File: src/rtl/rot_seq_unit.sv
// Iterative WIDTH-bit rotator with valid/ready ports, one item in flight.
// Define ROT_FAST_EN to rotate two steps per cycle while at least two remain.
module rot_seq_unit #(
  parameter int WIDTH = 4,
  parameter int AMT_W = 2
) (
  input  logic             clk,
  input  logic             rst,
  input  logic             in_valid,
  output logic             in_ready,
  input  logic [WIDTH-1:0] in_data,
  input  logic             in_dir,
  input  logic [AMT_W-1:0] in_amt,
  output logic             out_valid,
  input  logic             out_ready,
  output logic [WIDTH-1:0] out_data,
  output logic             busy
);

  typedef enum logic [1:0] {IDLE, SHIFT, DONE} state_t;

  state_t           state, state_nxt;
  logic [WIDTH-1:0] data_q, data_nxt;
  logic             dir_q, dir_nxt;
  logic [AMT_W-1:0] cnt, cnt_nxt;
  logic             accept;

  function automatic logic [WIDTH-1:0] rot1(input logic [WIDTH-1:0] d, input logic right);
    return right ? {d[0], d[WIDTH-1:1]} : {d[WIDTH-2:0], d[WIDTH-1]};
  endfunction

  assign in_ready  = (state == IDLE) && !rst;
  assign accept    = in_valid && in_ready;
  assign out_valid = (state == DONE);
  assign out_data  = data_q;
  assign busy      = (state == SHIFT) || (state == DONE);

  always_ff @(posedge clk) begin
    if (rst) begin
      state  <= IDLE;
      data_q <= '0;
      dir_q  <= 1'b0;
      cnt    <= '0;
    end else begin
      state  <= state_nxt;
      data_q <= data_nxt;
      dir_q  <= dir_nxt;
      cnt    <= cnt_nxt;
    end
  end

  always_comb begin
    state_nxt = state;
    data_nxt  = data_q;
    dir_nxt   = dir_q;
    cnt_nxt   = cnt;
    case (state)
      IDLE: begin
        if (accept) begin
          data_nxt  = in_data;
          dir_nxt   = in_dir;
          cnt_nxt   = in_amt;
          state_nxt = (in_amt != '0) ? SHIFT : DONE;
        end
      end
      SHIFT: begin
`ifdef ROT_FAST_EN
        if (cnt > AMT_W'(1)) begin
          data_nxt = rot1(rot1(data_q, dir_q), dir_q);
          cnt_nxt  = cnt - AMT_W'(2);
        end else begin
          data_nxt = rot1(data_q, dir_q);
          cnt_nxt  = cnt - AMT_W'(1);
        end
`else
        data_nxt = rot1(data_q, dir_q);
        cnt_nxt  = cnt - AMT_W'(1);
`endif
        if (cnt_nxt == '0) state_nxt = DONE;
      end
      DONE: begin
        if (out_ready) state_nxt = IDLE;
      end
      default: state_nxt = IDLE;
    endcase
  end

endmodule

File: config.mk
export PLATFORM = sky130hd
export DESIGN_NAME = rot_seq_unit
export DESIGN_NICKNAME = d
export VERILOG_FILES = /design/src/rtl/rot_seq_unit.sv
export SDC_FILE = /design/constraint.sdc
export NUM_CORES = 1
export LEC_CHECK = 0
export ABC_CLOCK_PERIOD_IN_PS = 4200
export CORE_AREA = 2 2 39 41
export DETAILED_ROUTE_END_ITERATION = 7
export DIE_AREA = 0 0 41 43
export PLACE_DENSITY_LB_ADDON = 0.1
export SLEW_MARGIN = 20
export SYNTH_ARGS = -nofsm -noshare
export SYNTH_HDL_FRONTEND = slang
export SYNTH_SLANG_ARGS = --single-unit
File: constraint.sdc
create_clock -name clk -period 4.2 [get_ports clk]
set_input_delay 0.63 -clock clk [delete_from_list [all_inputs] [get_ports clk]]
set_output_delay 0.63 -clock clk [all_outputs]
set_load 0.05 [all_outputs]
After elaboration in Yosys (flattened, before gate mapping)

Cells that the tools add are included.

Register bits after elaboration: 9
Input bits: 11
Output and inout bits: 7
Logic and storage cells: 31

Add/subtract/negate cells: 1
Equal/unequal tests: 5
Mux-type cells: 10
Reductions and logical operators: 11

Operators by type and width:

| cell                | number |
|---|---|
| $mux 2              | 5 |
| $mux 4              | 2 |
| $pmux 4 s2          | 1 |
| $pmux 2 s3          | 1 |
| $logic_not 2->1     | 2 |
| $ne 2x1->1 const B  | 2 |
| $pmux 2 s2          | 1 |
| $reduce_and 2->1    | 2 |
| $reduce_bool 2->1   | 2 |
| $reduce_and 3->1    | 1 |
| $eq 2x1->1 const B  | 1 |
| $eq 2x2->1 const B  | 1 |
| $logic_and 1x1->1   | 2 |
| $ne 2x2->1 const B  | 1 |
| $sub 2x1->2 const B | 1 |
| $logic_not 1->1     | 1 |
| $logic_or 1x1->1    | 1 |

Longest topological paths before layout

Gate-level depths: netlist of the first run.

Depth in word-level cells: 5
Depth in mapped cells: 6
Depth with buffers taken out: 5

Worst setup path before layout of the first run

No wires, ideal clock.

Path type: input to output
Start point: in rst
End point: out in_ready
Arrival: 1502 ps
Required time: 3570 ps
Setup slack: 2068 ps
Stages on the path: 2
Path buffers: 1
Cell sequence: clkbuf_1 > nor2b_1

Longest elaborated chain between the ends: 2

RTL lines:

| item              | RTL line | RTL |
|---|---|---|
| from (decl)       | 8        | `input logic rst,` |
| $logic_not 1->1   | 32       | `assign in_ready = (state == IDLE) && !rst;` |
| $logic_and 1x1->1 | 32       |  |
| to (decl)         | 10       | `output logic in_ready,` |

No other way between the ends.

Final worst setup path of the first run

Same ends and word-level chain as after synthesis.

==> results of run 1 <==
[through the flow]
step	std cells	instance area, µm²	setup slack (ns)
after detailed placement	95	743	1.35
after CTS	99	769	1.34
after global placement	95	743	1.36
after floorplan	65	572	2.07
final	99	769	1.35
after global routing	99	769	1.29
[cells in the mapped netlist]
cell,n
a211oi_1,4
nor2b_4,1
a2bb2o_1,1
a221oi_1,2
a2111oi_0,1
buf_6,1
dfxtp_1,9
o31a_1,1
nand3b_1,1
nand2b_1,5
o32ai_1,4
o31ai_1,1
a21o_1,1
inv_1,5
a21oi_1,2
and2_1,1
a311oi_1,1
ha_1,4
nor2b_1,8
mux2i_1,1
nand2_1,1
clkbuf_1,2
nor2_1,6
or4b_1,1
nor3_1,1
[power by group through the flow]
stage               combinational (µW)  sequential [µW]  clock (µW)
floorplan                          101              123           0
global placement                   155              110           0
detailed placement                 155              110           0
CTS                                156              108        68.5
global route                       167              110        73.6
finish                             155              108        65.9
[area by class of cell]
cell class	instances	area, µm²	share of cell area [%]
repair buffers	17	170	22.1
flip-flops and latches	9	180	23.4
inverters	5	18.8	2.44
well taps	16	20.0	2.60
clock buffers	4	26.3	3.41
multi-input cells	48	354	46.0
[per-layer routing]
metal	up-vias	wire, µm	part of all wire [%]
met4	0	10	0.85
met2	10	570	49
met5	-	0	0
met3	2	52	4.4
met1	237	540	46
li1	274	-	-
[state kept, by name (all words and copies together) (netlist names)]
register  count
state         2
dir_q         1
cnt           2
out_data      4
[cells by family (layout without fill, tap and decap cells)]
family / count (synthesis) / in the layout
AOI/OAI and AO/OA: 18 / 18
DFF: 9 / 9
adders and majority gates: 4 / 4
muxes: 1 / 1
and+or+nand+nor: 25 / 25
buffers and inverters: 8 / 26
[worst max-delay path: cells and delay by family]
family	cells	cell delay, ns
buffers and inverters	2	1.41
AND/OR/NAND/NOR	1	0.18
[worst max-delay path by stage]
stage               start       end  slack (ns)
finish                rst  in_ready        1.35
global route          rst  in_ready        1.29
CTS                   rst  in_ready        1.34
detailed placement    rst  in_ready        1.35
global placement      rst  in_ready        1.36
floorplan             rst  in_ready        2.07
==> out/results.tsv, run 1 <==
metric	value	unit
vias in the first global route	455	
remaining antenna violation count	0	
max incr delay on CP	0.81	ns
Post-Route Skew	0.00536	ns
routed wire length	1170	µm
Post-CTS Resized	0	
GR Util met2	22.5	%
status	finished, final reports clean	
Syn. warnings	0	
setup violators final	0	
via/cell ratio	5.28	
Flop pwr share	32.8	%
GP Congestion	0.651	
FF-to-FF End	cnt[0]	
Fill cells	135	
Die Wd	41	µm
Hold Path Sink	state[0]	
net switching power	130	µW
Post-Synth XOR/XNOR Area	0	%
WHS	0.491	ns
synth top area cells	dfxtp_1 (32%), ha_1 (8.8%), nor2b_1 (8.8%)	
Synth Area in Compound Gates	25.2	%
met3 Use GR	3.14	%
overall power	329	µW
largest net degree at the start of global routing	13	
row cnt	14	
RR Startpoint	state[1]	
CTS Sinks	9	
clk slew on worst S/H paths	0.06	ns
path type of the worst setup path	input port to primary output	
Peak VDD IR	0.000181	V
Ports	18	
gr busiest metal	met2	
power density over the cells	427	mW/mm²
most common cell after layout, fill and taps aside	clkdlybuf4s50_1	
DIE AREA	0.00176	mm²
wire per inst	11.8	µm
Setup TNS	0	ns
GRT Total Usage	16.0	%
R2R setup slack	2.56	ns
synth unique cells	25	
gr ovfl total	0	
fin crit share	67.8	%
Synth top area share	31.5	%
hold depth	2	
grt met1 use	21.6	%
first-pass detailed-route iteration total	4	
PortBufs	17	
Most Frequent Cell on Critical Path	clkdlybuf4s50_1	
Worst-Skew Late Latency	0.26	ns
vias	523	
syn avg cell area	8.80	µm²
antenna violations before repair	0	
chip height	43	µm
CTS Buf Count	3	
part of the power in the clock network	20.0	%
drt drc	0	
Worst-Margin Slew	0.490	ns
Seq/Total Area, Yosys	31.5	%
critical path arrival	2.22	ns
Bufs on Longest Clock Path	2	
largest family of logic cells by synthesized area	simple AND/OR/NAND/NOR gates	
most frequent cells in the layout	clkdlybuf4s50_1 (17), dfxtp_1 (9), nor2b_1 (8)	
critical path's slowest cell	clkdlybuf4s50_1	
R2R cell count	5	
crit path capture type	primary output	
CTS tree	yes	
core area	0.00138	mm²
post-synth top area cell	dfxtp_1	
share of layout cells above drive strength 1	4.82	%
Hold-fix buffers, CTS	0	
Setup crit start kind	input port	
combinational fraction of design power	47.2	%
Synth Area in Adders	8.75	%
Initial Util	41.3	%
Gate Count Post-Synth	65	
Switching Share	39.5	%
Setup Fix Bufs, Post-CTS	0	
slew margin rel.	67.2	%
first-pass GRT wire length	1910	µm
Lkg Pwr	0.000284	µW
H-tree depth	1	
hold crit path type	register to register	
internal power	199	µW
Max Cap Viol	0	
simple-gate share of the synthesized area	26.3	%
Hold Violations, Final	0	
Synth Net Count	80	
post-synthesis mux area share	1.75	%
Fmax	0.351	GHz
CP Max Fanout	12	
worst path required time	3.57	ns
Area Growth Syn to Fin	34.6	%
nets	99	
Post-DP HPWL	901	µm
RSZ-0062 raised after global routing	no	
Max Slew Vio Count	0	
register bit total from synthesis	9	
Tmin final	2.85	ns
sequence of cells on the critical path	clkdlybuf4s50_1, nor2b_1, clkdlybuf4s50_1	
worst hold path startpoint	state[0]	
mapped cell area	572	µm²
diodes inserted	0	
DR iter-0 viols	6	
Final Util	55.6	%
CTS root buf	clkbuf_4	
No activity file was read; power rests on OpenSTA's default activity.
==> run 2: changes to the inputs <==
ABC_CLOCK_PERIOD_IN_PS = 2400   (was 4200)
CORE_AREA = unset   (was 2 2 39 41)
CORE_UTILIZATION = 39   (was unset)
DIE_AREA = unset   (was 0 0 41 43)
clock period = 2.4 ns   (was 4.2 ns; I/O delays follow)
==> run 2 against run 1 <==
Effect of this change:
- worst setup slack lost 1.1 ns
- combinational power up 77%
- sequential power is 75% higher
- register-to-register slack worse by 1.8 ns
- critical path type is now register to primary output
- clock skew is 0.0042 ns lower
- count of clock-buffer cells in the layout stayed put
- power rose by 78%
- cell count unchanged
- core utilization grew 2.4 points
- global-route usage up 2.3 points
==> out/results.tsv, run 2 (synthesis results as in run 1) <==
metric	value	unit	change
status	finished, final reports clean		unchanged
Bufs on Longest Clock Path	2		unchanged
most frequent cells in the layout	clkdlybuf4s50_1 (16), dfxtp_1 (9), nor2b_1 (8)		was clkdlybuf4s50_1 (17), dfxtp_1 (9), nor2b_1 (8)
DIE AREA	0.00162	mm²	was 0.00176 mm²
GP Congestion	0.692		was 0.651
number of flip-flops in the largest register	4		unchanged
first-pass GRT wire length	1930	µm	was 1910 µm
PortBufs	17		unchanged
critical path's slowest cell	clkdlybuf4s50_1		unchanged
Tmin final	2.13	ns	
Lkg Pwr	0.000290	µW	was 0.000284 µW
worst path required time	2.04	ns	was 3.57 ns
Post-DP HPWL	907	µm	was 901 µm
CTS tree	yes		unchanged
drt drc	0		unchanged
nets	100		was 99
diodes inserted	0		unchanged
row cnt	13		was 14
Setup crit start kind	register		was input port
GRT Total Usage	18.3	%	was 16.0%
Area Growth Syn to Fin	35.2	%	was 34.6%
WHS	0.488	ns	was 0.491 ns
Fmax	0.469	GHz	
fin crit share	88.8	%	
Hold Violations, Final	0		unchanged
max incr delay on CP	0.79	ns	was 0.81 ns
vias in the first global route	444		was 455
critical path arrival	1.77	ns	was 2.22 ns
CTS root buf	clkbuf_4		unchanged
CTS Sinks	9		unchanged
share of layout cells above drive strength 1	7.14	%	was 4.82%
largest net degree at the start of global routing	12		was 13
Worst-Margin Slew	0.492	ns	was 0.490 ns
antenna violations before repair	0		unchanged
gr ovfl total	0		unchanged
RSZ-0062 raised after global routing	no		unchanged
crit path capture type	primary output		unchanged
Post-Route Skew	0.00112	ns	was 0.00536 ns
Max Cap Viol	0		unchanged
vias	546		was 523
Max Slew Vio Count	0		unchanged
wire per inst	13.1	µm	was 11.8 µm
Setup Fix Bufs, Post-CTS	0		unchanged
first-pass detailed-route iteration total	4		unchanged
clk slew on worst S/H paths	0.06	ns	about the same
remaining antenna violation count	0		unchanged
overall power	584	µW	was 329 µW
power density over the cells	755	mW/mm²	was 427 mW/mm²
R2R cell count	5		unchanged
via/cell ratio	5.52		was 5.28
Peak VDD IR	0.000305	V	was 0.000181 V
core area	0.00133	mm²	was 0.00138 mm²
path type of the worst setup path	register to primary output		was input port to primary output
CP Max Fanout	3		was 12
hold crit path type	register to register		unchanged
setup violators final	0		unchanged
slew margin rel.	67.1	%	was 67.2%
H-tree depth	1		unchanged
most common cell after layout, fill and taps aside	clkdlybuf4s50_1		unchanged
hold depth	2		unchanged
Post-CTS Resized	0		unchanged
sequence of cells on the critical path	inv_1, ha_1, clkdlybuf4s50_1		was clkdlybuf4s50_1, nor2b_1, clkdlybuf4s50_1
Die Wd	40.3	µm	was 41 µm
Ports	18		unchanged
chip height	40.3	µm	was 43 µm
Hold-fix buffers, CTS	0		unchanged
DR iter-0 viols	11		was 6
Worst-Skew Late Latency	0.26	ns	about the same
Setup TNS	0	ns	unchanged
routed wire length	1300	µm	was 1170 µm
CTS Buf Count	3		unchanged
Initial Util	42.9	%	was 41.3%
==> run 2: layout make-up <==
| type | instances | area (µm²) |
|---|---|---|
| inverter | 5 | 18.8 |
| tap | 15 | 18.8 |
| clock buffer | 4 | 26.3 |
| multi-input combinational | 48 | 354 |
| fill | 124 | 561 |
| timing repair buffer | 18 | 175 |
| sequential | 9 | 180 |
==> run 2: critical path: cells and delay by family (launching register included) <==
kind / cells / cell delay, ns
buf+inv: 2 / 0.87
flops: 1 / 0.36
fa+ha+maj: 1 / 0.28
==> run 2: stage by stage <==
| stage | cell area, µm² | util (%) | setup WS [ns] | instances |
|---|---|---|---|---|
| after floorplan | 572 | - | 0.700 | 65 |
| after global placement | 747 | 56.0 | 0.588 | 95 |
| after detailed placement | 747 | 56.0 | 0.573 | 95 |
| after CTS | 773 | 58.0 | 0.278 | 99 |
| after global routing | 773 | 58.0 | 0.195 | 99 |
| final | 773 | 58.0 | 0.269 | 99 |
==> run 2: report_power, final <==
group / switching (µW) / internal (µW)
clock: 55.0 / 64.2
combinational: 162 / 113
sequential: 18.2 / 171
total: 236 / 348
==> run 2: path summary, 6_finish.rpt <==
check / start / end / slack (ns)
worst max-delay path: state[0] / busy / 0.27
worst min-delay path: cnt[1] / cnt[1] / 0.49
worst max register to register: state[1] / cnt[0] / 0.72
worst min register to register: cnt[1] / cnt[1] / 0.49
==> run 2: metal layers <==
metal | GRT usage (%) | up-vias | share of wire (%)
met1 | 23.6 | 250 | 49
li1 | - | 274 | -
met4 | 10.0 | 0 | 1.1
met3 | 3.33 | 4 | 5.9
met5 | 0 | - | 0
met2 | 28.6 | 18 | 43
==> run 3: changes to the inputs <==
SKIP_CTS_REPAIR_TIMING = 1   (was unset)
==> results of run 3 <==
No change in the layout: final DEF, timing and power equal those of run 2.
